### src/rtl/fetch_unit_if.sv
// rtl/fetch_unit_if.sv - fetch stage memory, redirect and decoder handshake bundle
interface fetch_unit_if;
    logic        imem_req;
    logic [31:0] imem_addr;
    logic        imem_rvalid;
    logic [31:0] imem_rdata;
    logic        redirect_valid;
    logic [31:0] redirect_pc;
    logic [31:0] iword;
    logic [31:0] pc;
    logic        iword_valid;
    logic        iword_ready;

    modport master (
        output imem_req, imem_addr, iword, pc, iword_valid,
        input  imem_rvalid, imem_rdata, redirect_valid, redirect_pc, iword_ready
    );

    modport slave (
        input  imem_req, imem_addr, iword, pc, iword_valid,
        output imem_rvalid, imem_rdata, redirect_valid, redirect_pc, iword_ready
    );
endinterface

### src/rtl/fetch_unit.sv
// rtl/fetch_unit.sv - instruction fetch with one request in flight and a pc/word FIFO
module fetch_unit #(
    parameter logic [31:0] RESET_PC = 32'h0000_0000,
    parameter int          DEPTH    = 2
) (
    input  logic          clk,
    input  logic          rst,
    fetch_unit_if.master  bus
);
    localparam int PW = $clog2(DEPTH);
    localparam int CW = $clog2(DEPTH + 1);

    typedef enum logic [1:0] {IDLE, WAIT, DISCARD} state_t;

    state_t        state_q, state_d;
    logic [31:0]   fetch_pc_q;
    logic [31:0]   req_pc_q;
    logic [31:0]   pc_mem   [DEPTH];
    logic [31:0]   word_mem [DEPTH];
    logic [PW-1:0] rd_ptr, wr_ptr;
    logic [CW-1:0] count;
    logic [CW:0]   count_after;
    logic          push, pop, issue, can_state;

    function automatic logic [PW-1:0] ptr_inc(input logic [PW-1:0] p);
        return (p == PW'(DEPTH - 1)) ? '0 : p + PW'(1);
    endfunction

    assign pop  = (count != '0) && bus.iword_ready;
    assign push = (state_q == WAIT) && bus.imem_rvalid;

    assign bus.iword       = word_mem[rd_ptr];
    assign bus.pc          = pc_mem[rd_ptr];
    assign bus.iword_valid = (count != '0);
    assign bus.imem_req    = issue;
    assign bus.imem_addr   = fetch_pc_q;

    // Issue decision: a free state slot, room after this cycle's push/pop, no redirect
    always_comb begin
        count_after = {1'b0, count} + (CW+1)'(push) - (CW+1)'(pop);
        can_state   = (state_q == IDLE) || ((state_q == WAIT) && bus.imem_rvalid);
        issue       = !rst && !bus.redirect_valid && can_state &&
                      (count_after < (CW+1)'(DEPTH));
    end

    // Next-state logic; a redirect turns an outstanding kept response into a dropped one
    always_comb begin
        state_d = state_q;
        if (bus.redirect_valid) begin
            case (state_q)
                WAIT:    state_d = bus.imem_rvalid ? IDLE : DISCARD;
                DISCARD: state_d = bus.imem_rvalid ? IDLE : DISCARD;
                default: state_d = IDLE;
            endcase
        end else begin
            case (state_q)
                IDLE:    state_d = issue ? WAIT : IDLE;
                WAIT:    state_d = bus.imem_rvalid ? (issue ? WAIT : IDLE) : WAIT;
                DISCARD: state_d = bus.imem_rvalid ? IDLE : DISCARD;
                default: state_d = IDLE;
            endcase
        end
    end

    // State register
    always_ff @(posedge clk or posedge rst) begin
        if (rst) state_q <= IDLE;
        else     state_q <= state_d;
    end

    // Fetch address and the address of the request in flight
    always_ff @(posedge clk or posedge rst) begin
        if (rst) begin
            fetch_pc_q <= {RESET_PC[31:2], 2'b00};
            req_pc_q   <= {RESET_PC[31:2], 2'b00};
        end else if (bus.redirect_valid) begin
            fetch_pc_q <= {bus.redirect_pc[31:2], 2'b00};
        end else if (issue) begin
            req_pc_q   <= fetch_pc_q;
            fetch_pc_q <= fetch_pc_q + 32'd4;
        end
    end

    // FIFO storage and pointers; storage is cleared so the head never reads X
    always_ff @(posedge clk or posedge rst) begin
        if (rst) begin
            for (int i = 0; i < DEPTH; i++) begin
                pc_mem[i]   <= '0;
                word_mem[i] <= '0;
            end
            rd_ptr <= '0;
            wr_ptr <= '0;
            count  <= '0;
        end else if (bus.redirect_valid) begin
            rd_ptr <= '0;
            wr_ptr <= '0;
            count  <= '0;
        end else begin
            if (push) begin
                pc_mem[wr_ptr]   <= req_pc_q;
                word_mem[wr_ptr] <= bus.imem_rdata;
                wr_ptr           <= ptr_inc(wr_ptr);
            end
            if (pop) rd_ptr <= ptr_inc(rd_ptr);
            count <= count_after[CW-1:0];
        end
    end
endmodule

### src/flat_wrapper.sv
// flat-port wrapper written by rule: the top's interface ports become plain ports
module fetch_unit_flat 
#(
    parameter logic [31:0] RESET_PC = 32'h0000_0000,
    parameter int          DEPTH    = 2
)
  (clk, rst, bus_imem_req, bus_imem_addr, bus_iword, bus_pc, bus_iword_valid, bus_imem_rvalid, bus_imem_rdata, bus_redirect_valid, bus_redirect_pc, bus_iword_ready);
  fetch_unit_if bus_i ();
  input  logic clk;
  input  logic rst;
  output wire logic [$bits(bus_i.imem_req)-1:0] bus_imem_req;
  output wire logic [$bits(bus_i.imem_addr)-1:0] bus_imem_addr;
  output wire logic [$bits(bus_i.iword)-1:0] bus_iword;
  output wire logic [$bits(bus_i.pc)-1:0] bus_pc;
  output wire logic [$bits(bus_i.iword_valid)-1:0] bus_iword_valid;
  input wire logic [$bits(bus_i.imem_rvalid)-1:0] bus_imem_rvalid;
  input wire logic [$bits(bus_i.imem_rdata)-1:0] bus_imem_rdata;
  input wire logic [$bits(bus_i.redirect_valid)-1:0] bus_redirect_valid;
  input wire logic [$bits(bus_i.redirect_pc)-1:0] bus_redirect_pc;
  input wire logic [$bits(bus_i.iword_ready)-1:0] bus_iword_ready;
  assign bus_imem_req = bus_i.imem_req;
  assign bus_imem_addr = bus_i.imem_addr;
  assign bus_iword = bus_i.iword;
  assign bus_pc = bus_i.pc;
  assign bus_iword_valid = bus_i.iword_valid;
  assign bus_i.imem_rvalid = bus_imem_rvalid;
  assign bus_i.imem_rdata = bus_imem_rdata;
  assign bus_i.redirect_valid = bus_redirect_valid;
  assign bus_i.redirect_pc = bus_redirect_pc;
  assign bus_i.iword_ready = bus_iword_ready;
  fetch_unit #(.RESET_PC(RESET_PC), .DEPTH(DEPTH)) u_core (.clk(clk), .rst(rst), .bus(bus_i));
endmodule
### config.mk
export PLATFORM = sky130hd
export DESIGN_NAME = fetch_unit_flat
export DESIGN_NICKNAME = d
export VERILOG_FILES = /design/src/rtl/fetch_unit_if.sv /design/src/rtl/fetch_unit.sv /design/src/flat_wrapper.sv
export SDC_FILE = /design/constraint.sdc
export NUM_CORES = 1
export LEC_CHECK = 0
export CORE_ASPECT_RATIO = 1.1
export CORE_UTILIZATION = 36
export DETAILED_ROUTE_END_ITERATION = 6
export SETUP_SLACK_MARGIN = 0.2
export SYNTH_ARGS = -nofsm -noshare
export SYNTH_HDL_FRONTEND = slang
export SYNTH_SLANG_ARGS = --single-unit
### constraint.sdc
create_clock -name clk -period 12.69 [get_ports clk]
set_input_delay 1.269 -clock clk [delete_from_list [all_inputs] [get_ports clk]]
set_output_delay 1.269 -clock clk [all_outputs]
set_load 0.1 [all_outputs]
==> metrics.cfg, run 1 <==
[placed_design]
gp_congestion = 0.757
io_buffers = 160
place_hpwl_um = 12100

[clocking]
cts_setup_buffers = 0
cts_resized = 0
cts_max_level = 4
clock_sinks = 190
path_clk_slew_ps = 70
holdBufCountCts = 0
cts_root_buffer = clkbuf_16
cts_tree = built
cts-buffers-inserted = 17
cts_max_path_buffers = 2
clkLatencyLatePin_ps = 430

[route]
detail-route-antenna-nets = 0
num_vias = 5890
routedWlPerCell_um = 16.9
drt_first_iter_violations = 297
first_pass_iters = 4
wl_um = 20000
drcViolationCount = 0
via_per_inst = 4.99

[sta]
max-slew-margin-rel_pct = 27.5
worst_pin_slew_ps = 1080
period_minus_slack_ps = 6940
fin_skew_ps = 12.0
holdWs_ps = 500
max_freq_ghz = 0.144
setup_violations = 0
slew_viol_final = 0
post-route-period-util_pct = 54.7
grt_setup_unrepaired = no
hold_viol = 0
fin_tns_setup_ps = 0

[cells_and_area]
layout_common_cells = dfrtp_1, mux2_2, clkdlybuf4s50_1, nand2_1
final_nets = 940
layout_commonest_cell = dfrtp_1
areaGrowthSynthToFinish_pct = 28.0
diodes = 0
drive_gt1_share_pct = 27.1

[yosys]
synth_edf_count = 0
synthArstFlopShare_pct = 100
avgSynthCellArea_um2 = 12.1
ys.warnings.count = 0
synth.top_cells.by_area = dfrtp_1, mux2_2, nand2_1
ys.flop_type = dfrtp_1
yosysTopAreaCell = dfrtp_1
syn_inst = 719
synth_seq_area_share_pct = 54.7
synth_seq_cells = 190
synth.distinct_cells = 48
syn_area_mm2 = 0.00869
yosys.area.top_type_share_pct = 54.7

[global_routing]
grt_max_degree = 115
antenna_found_initial = 0
grt_pass1_vias = 5834
grt_use_total_pct = 16.6
overflow = 0
grt_pass1_wl_um = 31700

[die]
dieHeight_um = 165
rows = 59
io_pins = 167
core_mm2 = 0.0237
die_width_um = 150
die_area_mm2 = 0.0248
initial_core_util_pct = 36.7

[critical_path]
crit_required_ps = 11420
path_cells = clkdlybuf4s50_1, and2_1, ha_1, inv_1, ha_1, inv_1, fa_1, or3b_1, or3_2, buf_4, clkinv_4, clkdlybuf4s50_1
crit_path_max_fanout = 63
crit_family = buffers and inverters
crit_slowest_cell = clkdlybuf4s50_1
worst_ep_arrival_time_ps = 5670
crit_buf_inv = 6
max_stage_delay_ps = 1210
endpoint_kind = output port
critical_path_class = in2out
cp-start-kind = input pin

[outcome]
run_status = completed

[min_path]
hold_path_class = reg2reg

[job]
drv_cap = 0

## worst paths after layout
check                                            to           startpoint  cells after the start  slack, ps
min reg2reg                     u_core.req_pc_q[21]  u_core.req_pc_q[21]                      2        500
max reg2reg                u_core.bus.imem_addr[12]      u_core.count[1]                     15       8270
min in group asynchronous         u_core.state_q[1]                  rst                      2       1450
min                             u_core.req_pc_q[21]  u_core.req_pc_q[21]                      2        500
max in group asynchronous        u_core.req_pc_q[4]                  rst                      3       9790
max                                    bus_imem_req      bus_iword_ready                     12       5750
## flip-flops by register name (all words and copies together), names as in the netlist
register,cells
u_core.word_mem,64
u_core.bus.imem_addr,30
u_core.state_q,2
u_core.pc_mem,60
u_core.req_pc_q,30
u_core.wr_ptr,1
u_core.rd_ptr,1
u_core.count,2
## synth_stat cells, types with 2 or more instances
cell type and number:
nor4_4 2, o21ai_0 20, a221o_1 3, nand2_1 126, o211ai_1 8, a31oi_1 4
nor2_1 17, xor2_1 2, and2_1 4, nor4_1 2, buf_4 5, mux2_2 186
nand3_1 21, nor3_1 4, inv_1 10, buf_1 4, or3_1 4, a21oi_1 9
a22oi_1 5, xnor2_1 4, ha_1 7, nand4_1 7, nand3b_1 2, nand4_4 2
dfrtp_1 190, nor2b_1 5, or4_1 3, buf_2 13, clkbuf_1 21, and3_1 4
o311ai_0 8
## routing by layer
metal  track usage [%]  wire, µm
met2              26.3      9310
met4              4.64       187
met1              22.9      9690
met5                 0         0
met3              3.15       827
## tightest hold or removal path, delay by kind of cell (launching register included)
kind             cells  cell delay, ps
DFF                  1             360
and+or+nand+nor      2             100
## stage by stage
step / cells / setup WS (ps) / util (%) / cell area [µm²]
final: 1181 / 5750 / 46.9 / 11100
after global routing: 1181 / 5600 / 46.9 / 11100
after CTS: 1181 / 5760 / 46.9 / 11100
after detailed placement: 1149 / 5790 / 44.5 / 10500
after global placement: 1149 / 5750 / 44.5 / 10500
after floorplan: 722 / 6250 / - / 8700
## area by class of cell
| cell class | instances | area [µm²] |
|---|---|---|
| fillers | 2159 | 12600 |
| clock buffers | 18 | 429 |
| repair buffers | 165 | 1630 |
| well taps | 305 | 382 |
| clock inverters | 14 | 143 |
| inverters | 11 | 53.8 |
| flip-flops and latches | 190 | 4760 |
| multi-input cells | 478 | 3720 |
## cells by family (layout without fill, tap and decap cells)
logic type               count (synthesis)  in the layout  synth area share (%)
multiplexers                           187            187                  24.2
buffers and inverters                   54            208                  2.79
other                                    1              4                0.0432
flip-flops                             190            190                  54.7
adder cells (fa/ha/maj)                  8              8                  1.24
XOR/XNOR                                 6              6                 0.605
AO/OA/AOI/OAI                           63             63                  4.81
AND/OR/NAND/NOR                        210            210                  11.6
Power of run 1 is left out: the tool's default activity adds up to more than one toggle a clock period on the data nets, which glitch-free logic cannot reach.
==> run 2, diff against run 1 <==
clock period = 6.59 ns   (was 12.69 ns; I/O delays follow)
==> metrics.cfg, run 2 (same netlist as run 1, synthesis figures left out) <==
[route]
drcViolationCount = 0  ; unchanged
top_layer = met4
detail-route-antenna-nets = 0  ; unchanged
drt_first_iter_violations = 287  ; -3.4%
met2WireLength_um = 9370  ; +0.59%
via_per_inst = 5.04  ; +1.2%
first_pass_iters = 5  ; +1
wl_um = 20000  ; about the same
wl_met1_um = 9730  ; +0.44%
wl_met3_um = 758  ; -8.3%
num_vias = 5963  ; +1.2%
routedWlPerCell_um = 16.9  ; about the same

[cells_and_area]
reg_top3 = u_core.word_mem (64), u_core.pc_mem (60)
largest_register_ffs = 64  ; unchanged
top_register = u_core.word_mem
drive_gt1_share_pct = 27.4  ; +0.31 points
layout_common_cells = dfrtp_1, mux2_2, clkdlybuf4s50_1, nand2_1
diodes = 0  ; unchanged
areaGrowthSynthToFinish_pct = 28.7
layout_commonest_cell = dfrtp_1
final_nets = 941  ; +0.11%

[clocking]
cts_root_buffer = clkbuf_16
path_clk_slew_ps = 70  ; about the same
cts-buffers-inserted = 17  ; unchanged
clkLatencyLatePin_ps = 430  ; about the same
holdBufCountCts = 0  ; unchanged
cts_max_path_buffers = 2  ; unchanged
cts_setup_buffers = 0  ; unchanged
cts_max_level = 4  ; unchanged
cts_resized = 0  ; unchanged
cts_tree = built
clock_sinks = 190  ; unchanged

[global_routing]
antenna_found_initial = 0  ; unchanged
grt_use_total_pct = 16.8  ; +0.29 points
grt_pass1_wl_um = 32300  ; +2.0%
overflow = 0  ; unchanged
grt_pass1_vias = 5894  ; +1.0%
grt_max_degree = 127  ; +10%

[sta]
grt_setup_unrepaired = no
max-slew-margin-rel_pct = 28.7  ; +1.2 points
fin_tns_setup_ps = 0  ; unchanged
max_freq_ghz = 0.218
worst_pin_slew_ps = 1070  ; -17.8 ps
fin_skew_ps = 11.9  ; -0.0961 ps
slew_viol_final = 0  ; unchanged
hold_viol = 0  ; unchanged
period_minus_slack_ps = 4580
post-route-period-util_pct = 69.5
setup_violations = 0  ; unchanged

[placed_design]
gp_congestion = 0.766  ; +1.2%
place_hpwl_um = 12500  ; +2.7%
io_buffers = 160  ; unchanged

[critical_path]
crit_required_ps = 5930  ; -5490 ps
cp-start-kind = flip-flop
critical_path_class = reg2out
r2r-start = u_core.count[1]
r2r_end = u_core.bus.imem_addr[14]
cp-startpoint = u_core.count[1]
worstRegToRegCells = 14  ; -1
worst_ep_arrival_time_ps = 3920  ; -1750 ps
ff2ff_setup_slack_ps = 2500  ; -5770 ps
crit_path_max_fanout = 46  ; -27%
endpoint_kind = output port

[die]
io_pins = 167  ; unchanged
rows = 59  ; unchanged
die_area_mm2 = 0.0248  ; unchanged
core_mm2 = 0.0237  ; unchanged
dieHeight_um = 165  ; unchanged
die_width_um = 150  ; unchanged
initial_core_util_pct = 36.7  ; unchanged

[outcome]
run_status = completed

[min_path]
hold_path_class = reg2reg
min_path_cells = 2  ; unchanged
min_from = u_core.req_pc_q[30]
holdPathEnd = u_core.req_pc_q[30]

[job]
drv_cap = 0  ; unchanged

[run 2: changes by cell type in the layout (fill, tap and decap cells not counted), moves of 2 or more]
cell | previous run | this run
buf_4 | 5 | 7
inv_8 | 6 | 8
bufinv_16 | 0 | 2
inv_6 | 4 | 2
clkinv_4 | 5 | 3
[run 2: per-stage QoR]
stage / cells / util [%] / hold WS, ps / worst slack, ps / instance area (µm²)
after floorplan: 722 / - / 458 / 761 / 8700
after global placement: 1150 / 44.5 / 481 / 2110 / 10600
after detailed placement: 1150 / 44.5 / 486 / 2120 / 10600
after CTS: 1182 / 47.2 / 504 / 1960 / 11200
after global routing: 1182 / 47.2 / 514 / 1810 / 11200
final: 1182 / 47.2 / 500 / 2010 / 11200
[run 2: layer usage]
layer  GRT usage [%]  vias to the layer above
li1                -                     2827
met1            24.0                     2983
met2            26.2                      139
met3            3.09                       14
met4            4.41                        0
met5               0                        -
[run 2: critical path, cell delays in order (launching register included)]
cell and delay [ps]:
dfrtp_1 420, or2_2 300, and2_1 190, ha_1 270
inv_1 60, ha_1 130, inv_1 40, fa_1 490
or3b_1 360, or3_2 510, clkinv_4 310, buf_4 370
[run 2: cell type report]
cell class	instances	area, µm²
Inverter	11	53.8
Clock inverter	14	190
Fill cell	2181	12500
Multi-Input combinational cell	478	3720
Timing Repair Buffer	166	1640
Tap cell	305	382
Sequential cell	190	4760
Clock buffer	18	439
[run 2: worst max path at each step]
stage | end | slack (ps)
after detailed placement | bus_imem_req | 2120
after global placement | bus_imem_req | 2110
final | bus_imem_req | 2010
after floorplan | u_core.bus.imem_addr[10] | 760
after global routing | bus_imem_req | 1810
after CTS | bus_imem_req | 1960
Power of run 2 is left out for the same reason.
